File: config.mk
export PLATFORM = sky130hd
export DESIGN_NAME = ps2_kbd_decoder
export DESIGN_NICKNAME = d
export VERILOG_FILES = /design/src/rtl/ps2_kbd_decoder.sv
export SDC_FILE = /design/constraint.sdc
export NUM_CORES = 1
export LEC_CHECK = 0
export CORE_MARGIN = 2
export CORE_UTILIZATION = 45
export CTS_CLUSTER_SIZE = 20
export DETAILED_ROUTE_END_ITERATION = 8
export GPL_TIMING_DRIVEN = 0
export MAX_ROUTING_LAYER = met4
export SLEW_MARGIN = 0
export SYNTH_ARGS = -nofsm -noshare
export SYNTH_HDL_FRONTEND = slang
export SYNTH_SLANG_ARGS = --single-unit
export TNS_END_PERCENT = 1
File: constraint.sdc
create_clock -name clk -period 3.4 [get_ports clk]
set_input_delay 0.68 -clock clk [delete_from_list [all_inputs] [get_ports clk]]
set_output_delay 0.68 -clock clk [all_outputs]
set_load 0.02 [all_outputs]
File: src/rtl/ps2_kbd_decoder.sv
// ps2_kbd_decoder
//   Turns the raw PS/2 scan-code byte stream from ps2_rx into complete key events
//   (scan code, extended flag, make/break flag, ASCII) and buffers them in a small
//   first-word-fall-through FIFO drained by the host with a read strobe.
//
// Ports:
//   clk           system clock (same clock as ps2_rx)
//   reset         synchronous active-low reset
//   rx_done_tick  one-cycle strobe, din valid in that cycle
//   din           received byte from ps2_rx
//   key_rd        pop strobe for the head event (ignored when empty)
//   key_valid     FIFO not empty; head event is on key_*
//   key_code      head event scan code, prefixes stripped
//   key_ext       head event was E0-prefixed
//   key_brk       head event is a release
//   key_ascii     head event ASCII, 0x00 when unmapped
//   shift_held    left or right shift currently held
//   fifo_overflow sticky: an event was dropped on a full FIFO
module ps2_kbd_decoder #(
    parameter int unsigned FIFO_AW = 2
) (
    input  logic       clk,
    input  logic       reset,
    input  logic       rx_done_tick,
    input  logic [7:0] din,
    input  logic       key_rd,
    output logic       key_valid,
    output logic [7:0] key_code,
    output logic       key_ext,
    output logic       key_brk,
    output logic [7:0] key_ascii,
    output logic       shift_held,
    output logic       fifo_overflow
);

    localparam int unsigned Depth = 1 << FIFO_AW;

    localparam logic [1:0] StIdle   = 2'd0;
    localparam logic [1:0] StExt    = 2'd1;
    localparam logic [1:0] StBrk    = 2'd2;
    localparam logic [1:0] StExtBrk = 2'd3;

    localparam logic [7:0] CodeExt    = 8'hE0;
    localparam logic [7:0] CodeBrk    = 8'hF0;
    localparam logic [7:0] CodeLShift = 8'h12;
    localparam logic [7:0] CodeRShift = 8'h59;

    // Non-extended scan code to ASCII; letters are uppercased when shift is held.
    function automatic logic [7:0] scan_to_ascii(input logic [7:0] code, input logic shift);
        logic [7:0] letter;
        logic [7:0] other;
        letter = 8'h00;
        other  = 8'h00;
        case (code)
            8'h1C: letter = 8'h61;  8'h32: letter = 8'h62;  8'h21: letter = 8'h63;
            8'h23: letter = 8'h64;  8'h24: letter = 8'h65;  8'h2B: letter = 8'h66;
            8'h34: letter = 8'h67;  8'h33: letter = 8'h68;  8'h43: letter = 8'h69;
            8'h3B: letter = 8'h6A;  8'h42: letter = 8'h6B;  8'h4B: letter = 8'h6C;
            8'h3A: letter = 8'h6D;  8'h31: letter = 8'h6E;  8'h44: letter = 8'h6F;
            8'h4D: letter = 8'h70;  8'h15: letter = 8'h71;  8'h2D: letter = 8'h72;
            8'h1B: letter = 8'h73;  8'h2C: letter = 8'h74;  8'h3C: letter = 8'h75;
            8'h2A: letter = 8'h76;  8'h1D: letter = 8'h77;  8'h22: letter = 8'h78;
            8'h35: letter = 8'h79;  8'h1A: letter = 8'h7A;
            8'h45: other = 8'h30;   8'h16: other = 8'h31;   8'h1E: other = 8'h32;
            8'h26: other = 8'h33;   8'h25: other = 8'h34;   8'h2E: other = 8'h35;
            8'h36: other = 8'h36;   8'h3D: other = 8'h37;   8'h3E: other = 8'h38;
            8'h46: other = 8'h39;
            8'h29: other = 8'h20;   8'h5A: other = 8'h0D;   8'h66: other = 8'h08;
            default: ;
        endcase
        if (letter != 8'h00) begin
            return shift ? (letter - 8'h20) : letter;
        end
        return other;
    endfunction

    // ------------------------------------------------------------------
    // Prefix FSM
    // ------------------------------------------------------------------
    logic [1:0] state_q, state_d;
    logic       ev_valid, ev_ext, ev_brk;
    logic       filtered;

    always_comb begin
        unique case (din)
            8'h00, 8'hAA, 8'hEE, 8'hFA, 8'hFC, 8'hFD, 8'hFE, 8'hFF: filtered = 1'b1;
            default:                                                filtered = 1'b0;
        endcase
    end

    always_comb begin
        state_d  = state_q;
        ev_valid = 1'b0;
        ev_ext   = 1'b0;
        ev_brk   = 1'b0;
        if (rx_done_tick) begin
            case (state_q)
                StIdle: begin
                    if (din == CodeExt)      state_d = StExt;
                    else if (din == CodeBrk) state_d = StBrk;
                    else if (!filtered)      ev_valid = 1'b1;
                end
                StExt: begin
                    if (din == CodeBrk) begin
                        state_d = StExtBrk;
                    end else if (din != CodeExt) begin
                        ev_valid = 1'b1;
                        ev_ext   = 1'b1;
                        state_d  = StIdle;
                    end
                end
                StBrk: begin
                    // E0 after F0 is out of sequence: drop the break and resync.
                    if (din == CodeExt) begin
                        state_d = StExt;
                    end else if (din != CodeBrk) begin
                        ev_valid = 1'b1;
                        ev_brk   = 1'b1;
                        state_d  = StIdle;
                    end
                end
                default: begin // StExtBrk
                    state_d = StIdle;
                    if (din != CodeExt && din != CodeBrk) begin
                        ev_valid = 1'b1;
                        ev_ext   = 1'b1;
                        ev_brk   = 1'b1;
                    end
                end
            endcase
        end
    end

    // ------------------------------------------------------------------
    // Shift tracking
    // ------------------------------------------------------------------
    logic lshift_q, lshift_d;
    logic rshift_q, rshift_d;

    always_comb begin
        lshift_d = lshift_q;
        rshift_d = rshift_q;
        if (ev_valid && !ev_ext) begin
            if (din == CodeLShift) lshift_d = !ev_brk;
            if (din == CodeRShift) rshift_d = !ev_brk;
        end
    end

    assign shift_held = lshift_q | rshift_q;

    // ASCII uses the shift state before this byte, so shift keys map to 0x00.
    logic [7:0] ev_ascii;
    assign ev_ascii = ev_ext ? 8'h00 : scan_to_ascii(din, shift_held);

    // ------------------------------------------------------------------
    // Event FIFO (first-word fall-through, extra pointer bit for full/empty)
    // ------------------------------------------------------------------
    logic [17:0]      mem_q [Depth];
    logic [FIFO_AW:0] wr_ptr_q, rd_ptr_q;
    logic             full, empty, pop, push;
    logic             overflow_q;
    logic [17:0]      head;

    assign empty = (wr_ptr_q == rd_ptr_q);
    assign full  = (wr_ptr_q[FIFO_AW] != rd_ptr_q[FIFO_AW]) &&
                   (wr_ptr_q[FIFO_AW-1:0] == rd_ptr_q[FIFO_AW-1:0]);
    assign pop   = key_rd & ~empty;
    // A pop on the same edge frees the slot, so a full FIFO can still accept.
    assign push  = ev_valid & (~full | pop);

    always_ff @(posedge clk) begin
        if (!reset) begin
            state_q    <= StIdle;
            lshift_q   <= 1'b0;
            rshift_q   <= 1'b0;
            wr_ptr_q   <= '0;
            rd_ptr_q   <= '0;
            overflow_q <= 1'b0;
        end else begin
            state_q  <= state_d;
            lshift_q <= lshift_d;
            rshift_q <= rshift_d;
            if (push) wr_ptr_q <= wr_ptr_q + 1'b1;
            if (pop)  rd_ptr_q <= rd_ptr_q + 1'b1;
            if (ev_valid && full && !pop) overflow_q <= 1'b1;
        end
    end

    always_ff @(posedge clk) begin
        if (push) mem_q[wr_ptr_q[FIFO_AW-1:0]] <= {din, ev_ext, ev_brk, ev_ascii};
    end

    assign head          = empty ? 18'd0 : mem_q[rd_ptr_q[FIFO_AW-1:0]];
    assign key_valid     = ~empty;
    assign key_code      = head[17:10];
    assign key_ext       = head[9];
    assign key_brk       = head[8];
    assign key_ascii     = head[7:0];
    assign fifo_overflow = overflow_q;

endmodule

---- Word-level counts from Yosys, hierarchy flattened ----
Memory sizes are Yosys's and may differ from the RTL's. A register that Yosys moved wholly into a read port is not among the register bits.
Cells that the tools add are included.
operators by class
  reductions and logical operators ........ 17
  equal/unequal tests ..................... 60
  divide/modulo/power cells ............... 0
  add/subtract/negate cells ............... 3
  multiplexer cells ....................... 34
  shifts and indexed selects .............. 0
  multiply operators ...................... 0
  order comparisons ....................... 0
  bitwise operators ....................... 6
operator list
  operator               number
  $eq A8 B6 Y1 const B   23
  $pmux W7 S26           1
  $eq A8 B7 Y1 const B   10
  $pmux W6 S13           1
  $eq A8 B8 Y1 const B   9
  $eq A8 B5 Y1 const B   8
  $mux W8                4
  $mux W18               1
  $mux W2                8
  $ne A8 B8 Y1 const B   2
  $mux W1                15
  $ne A3 B3 Y1 const B   3
  $logic_not A8 Y1       1
  $reduce_bool A8 Y1     1
  $reduce_or A8 Y1       1
  $sub A8 B6 Y8 const B  1
  $add A3 B1 Y3 const B  2
  $pmux W2 S3            1
  $logic_and A1 B1 Y1    5
  $pmux W1 S2            2
  $reduce_and A2 Y1      2
  $reduce_and A4 Y1      1
  $reduce_or A2 Y1       2
  $eq A3 B3 Y1           1
  other kinds (10)       15
storage, ports and cells
  register bits ........................... 11
  word-level logic and storage cells ...... 127
  memories kept ........................... 1
  output and inout port bits .............. 21
  bits in latches ......................... 0
  RAM bits ................................ 72
  bits in read-only memories .............. 0
  input port bits ......................... 12
memories
  name   words  bits a word  read ports  clocked after memory_dff  wr ports  line  text
  mem_q  4      18           1           1                         1         158   logic [17:0] mem_q [Depth];

---- Depth between registers and ports, before layout ----
Gate-level depths: netlist of run 1.
  depth in word-level cells ............... 11
  mapped depth ............................ 9
  gate-level depth less buffers ........... 7

---- Least setup slack after synthesis of run 1 ----
No wires, ideal clock.
  kind .................................... input-to-reg
  start ................................... input port din[1]
  end ..................................... memory mem_q[0][0] (enable)
  stages on the path ...................... 7
  path slack .............................. 0.702 ns
  path buffers ............................ 2
  required time ........................... 3.024 ns
  arrival time ............................ 2.322 ns
  setup time .............................. 0.376 ns
  cell sequence ........................... buf_6 -> nor2b_1 -> clkbuf_1 -> maj3_1 -> a31oi_1 -> o31a_4 -> and2_1
between the ends
  longest elaborated chain between the ends .. 11
  elaborated cells between the ends (all ways) .. 28
  classes of those cells .................. eq/ne (11); mux (13); bitwise (1); reduce/logical (3)
ends and longest elaborated chain
  element                                                  line  text
  from (decl)                                              25    input logic [7:0] din,
  $eq A8 B8 Y1 / $logic_not A8 Y1 (equally long branches)  85    unique case (din)
  $reduce_or A8 Y1                                         85
  $mux W1                                                  85
  $mux W1                                                  101   else if (!filtered) ev_valid = 1'b1;
  $mux W1                                                  100   else if (din == CodeBrk) state_d = StBrk;
  $mux W1                                                  99    if (din == CodeExt) state_d = StExt;
  $pmux W1 S3 (*)                                          97    case (state_q)
  $mux W1 (*)                                              96    if (rx_done_tick) begin
  $and A1 B1 Y1 (*)                                        169   assign push = ev_valid & (~full | pop);
  $mux W1 (*)                                              190   if (push) mem_q[wr_ptr_q[FIFO_AW-1:0]] <= {din, ev_ext, ev_brk, ev_ascii};
  $mux W1 (implied by the code) (*)                        190
  to (decl)                                                158
Mark *: on every way between the ends. The rest lies on a longest branch, timed or not.

---- Final worst setup path of run 1 ----
  start ................................... input port din[1]
  end ..................................... memory mem_q[0][6], data pin
between the ends
  longest elaborated chain between the ends .. 7
  elaborated cells between the ends (all ways) .. 43
  classes of those cells .................. add/sub (1); eq/ne (29); mux (11); reduce/logical (2)
ends and longest elaborated chain
  element                               line  text
  $eq A8 B5 Y1 (tied with other cells)  54    case (code)
  $pmux W7 S26                          54
  $sub A8 B6 Y8                         72    return shift ? (letter - 8'h20) : letter;
  $mux W8                               72
  $mux W8                               71    if (letter != 8'h00) begin
  $mux W8                               74    return other;
  $mux W8 (*)                           153   assign ev_ascii = ev_ext ? 8'h00 : scan_to_ascii(din, shift_held);
  net ev_ascii[6]                       152   logic [7:0] ev_ascii;
The timed path passes the listed nets; every way through them passes the cells marked *. The select of a mux whose other input is x is not followed.

==> metrics.md, run 1 <==
| Metric | Value |
|---|---|
| Status | `finished, final reports clean` |
| Via-to-Cell Ratio | `5.52` |
| Commonest non-fill, non-tap cell in the layout | `edfxtp_1` |
| Placed Cells | `492` |
| Clock Sinks | `85` |
| Finished Layout Cells | `508` |
| Chip width | `102 um` |
| Number of flops mapped to enable cells by yosys | `72` |
| CP max stage cell | `clkdlybuf4s50_1` |
| Initial antenna violation count | `0` |
| Setup slack after layout | `158 ps` |
| Clock latency on the worst-skew pair | `350 ps` |
| Post-synth ARST share | `0%` |
| IO Count | `33` |
| Detailed Route WL | `9160 um` |
| Final Hold Vio Count | `0` |
| Max H-tree Level | `3` |
| Final setup viols | `0` |
| Max Freq | `308 MHz` |
| TritonCTS clock tree | `built` |
| Final Cycle Share | `95.3%` |
| Startpoint types | `input pin` |
| Setup TNS | `0 ps` |
| Post-DP HPWL | `6240 um` |
| Post-synthesis net count | `350` |
| CTS Hold Bufs | `0` |
| Initial Util | `46.3%` |
| Layout area overhead | `16.5%` |
| Core Area | `9240 sq um` |
| Max capacitance violation total | `0` |
| Total Power | `2.59 mW` |
| RSZ-0062 raised after global routing | `yes` |
| Yosys reg bits | `85` |
| Die area | `10300 sq um` |
| CP top delay family | `buffers and inverters` |
| Critical Path AT | `3340 ps` |
| Max Slew Vio Count | `0` |
| GRT Overall Usage | `19.3%` |
| Diodes inserted | `0` |
| Commonest cells after routing, fill and taps aside | `edfxtp_1, clkdlybuf4s50_1, and2_1` |
| Largest net degree at the start of global routing | `20` |
| Largest stage delay on the critical path | `560 ps` |
| Worst path most repeated cell | `nor3_1` |
| GPL Wtd Cong | `1.01` |
| Distinct cell type count after synthesis | `58` |
| Fin nets | `393` |
| Longest Clk Path Bufs | `2` |
| WP buf/inv | `3` |
| Pre-antenna DRT Iters | `4` |
| Global route total overflow | `0` |
| Fin crit period | `3240 ps` |
| Vias | `2806` |
| Port bufs | `32` |
| YS warnings | `0` |
| Worst-path cell chain | `clkdlybuf4s50_1, buf_6, clkbuf_1, nand3b_1, a211oi_1, nor3_1, and4_4, ha_1, nor3_1` |
| Clk_skew | `10.7 ps` |
| Sequential element share of the synthesized area | `56.6%` |
| Layout cell share with drive strength beyond 1 | `16.1%` |
| CP max FO | `10` |
| Post-route ant nets | `0` |
| Wire per inst | `18.0 um` |
| Crit path kind | `in2reg` |
| Vias in the first global route | `2619` |
| Synthesized instance count | `331` |
| Clock input transition at the sequential cells of the worst setup and hold paths | `90 ps` |
| Number of placement rows | `35` |
| VDD IR max | `0.177 mV` |
| Die height | `102 um` |
| Setup WS pre-CTS | `-614 ps` |
| CTS Buf Count | `9` |
| Slew HR | `36.8%` |
| Critical Path Sink Type | `register` |
| Global-route wire length before repair | `14400 um` |
| Utilization after layout | `53.9%` |
| Measured slew at the worst slew-check pin | `945 ps` |
| CTS root buffer | `clkbuf_8` |
| # DRC | `0` |
| Pwr Density | `519 nW/um^2` |
| Static leakage | `1.64 nW` |
| Syn_area_per_cell | `12.9 sq um` |
| Main synth FF type | `edfxtp_1` |
| Critical path required time | `3490 ps` |
| Hold crit path type | `reg2reg` |
| Cell Area, Synth | `4280 sq um` |
| Detailed Route Iter0 Violations | `115` |
-- kinds of logic after synthesis --
family | synth area share [%]
compound gates | 8.10
xor+xnor | 2.46
fa+ha+maj | 2.28
buf+inv | 3.27
flops | 56.6
mux | 10.4
simple gates | 16.9
-- cells in the mapped netlist, types with 3 or more instances --
cell type	number	share of area (%)
nor2b_1	8	1.2
edfxtp_1	72	51
nand2b_1	6	0.88
a21oi_1	6	0.70
inv_1	7	0.61
xnor2_1	8	1.6
buf_2	7	0.82
nor3b_1	4	0.70
o21ai_0	7	0.82
dfxtp_1	13	6.1
nor3_1	7	0.82
a31oi_1	7	1.0
mux4_2	18	9.5
and3_1	3	0.44
ha_1	7	2.0
and2_1	25	3.7
o22ai_1	6	0.88
nor2_1	15	1.3
clkbuf_1	10	0.88
nand4_1	7	1.0
buf_1	4	0.35
nor4b_1	3	0.61
mux2i_1	4	0.94
nand2_1	18	1.6
xor2_1	4	0.82
nand3_1	9	1.1
nor4_1	4	0.58
-- metrics by stage --
step | hold slack (ps) | area, sq um
2_1_floorplan | 456 | 4280
3_3_place_gp | 465 | 4760
3_5_place_dp | 461 | 4760
4_1_cts | 493 | 4960
5_1_grt | 505 | 4980
6_report | 488 | 4980
-- final timing paths --
kind | start | end | slack [ps] | cells after the start
worst max-delay path | din[1] | mem_q[0][6] | 160 | 9
worst min-delay path | fifo_overflow | fifo_overflow | 490 | 1
worst max register to register | wr_ptr_q[0] | mem_q[1][14] | 1450 | 5
worst min register to register | fifo_overflow | fifo_overflow | 490 | 1
-- metal layers --
layer / track usage [%] / up-vias / share of wire (%)
met3: 3.17 / 14 / 4.1
met4: 6.76 / 0 / 2.3
met5: - / - / 0
li1: - / 1355 / -
met1: 27.3 / 1354 / 47
met2: 28.2 / 83 / 46
-- cell type report --
class,instances,area (sq um)
inverter,7,26.3
fill,799,4260
sequential,85,2420
tap,129,161
clock inverter,7,57.6
clock buffer,9,124
buffer,24,120
multi-input combinational,215,1750
timing repair buffer,32,325
-- power breakdown --
| part | internal, mW | switching, mW | leakage (nW) |
|---|---|---|---|
| logic | 0.355 | 0.384 | 0.771 |
| clock network | 0.275 | 0.366 | 0.0898 |
| registers | 1.19 | 0.0195 | 0.776 |
| total | 1.82 | 0.770 | 1.64 |
-- flip-flops by register name (all words and copies together) (netlist names), named ones only --
signal         flops
wr_ptr_q           3
state_q            2
mem_q             72
rd_ptr_q           3
rshift_q           1
fifo_overflow      1
lshift_q           1
-- repair_timing --
item,in CTS,in global routing
endpoints found under the setup margin,68,22
pin swaps,0,0
gates resized for setup,6,8
buffers inserted,0,0
(Power assumes the default switching activity.)
==> inputs of run 2 (changes only) <==
- SLEW_MARGIN: 0 -> default
==> results of run 2 <==
No change in the layout: final DEF, timing and power equal those of run 1.
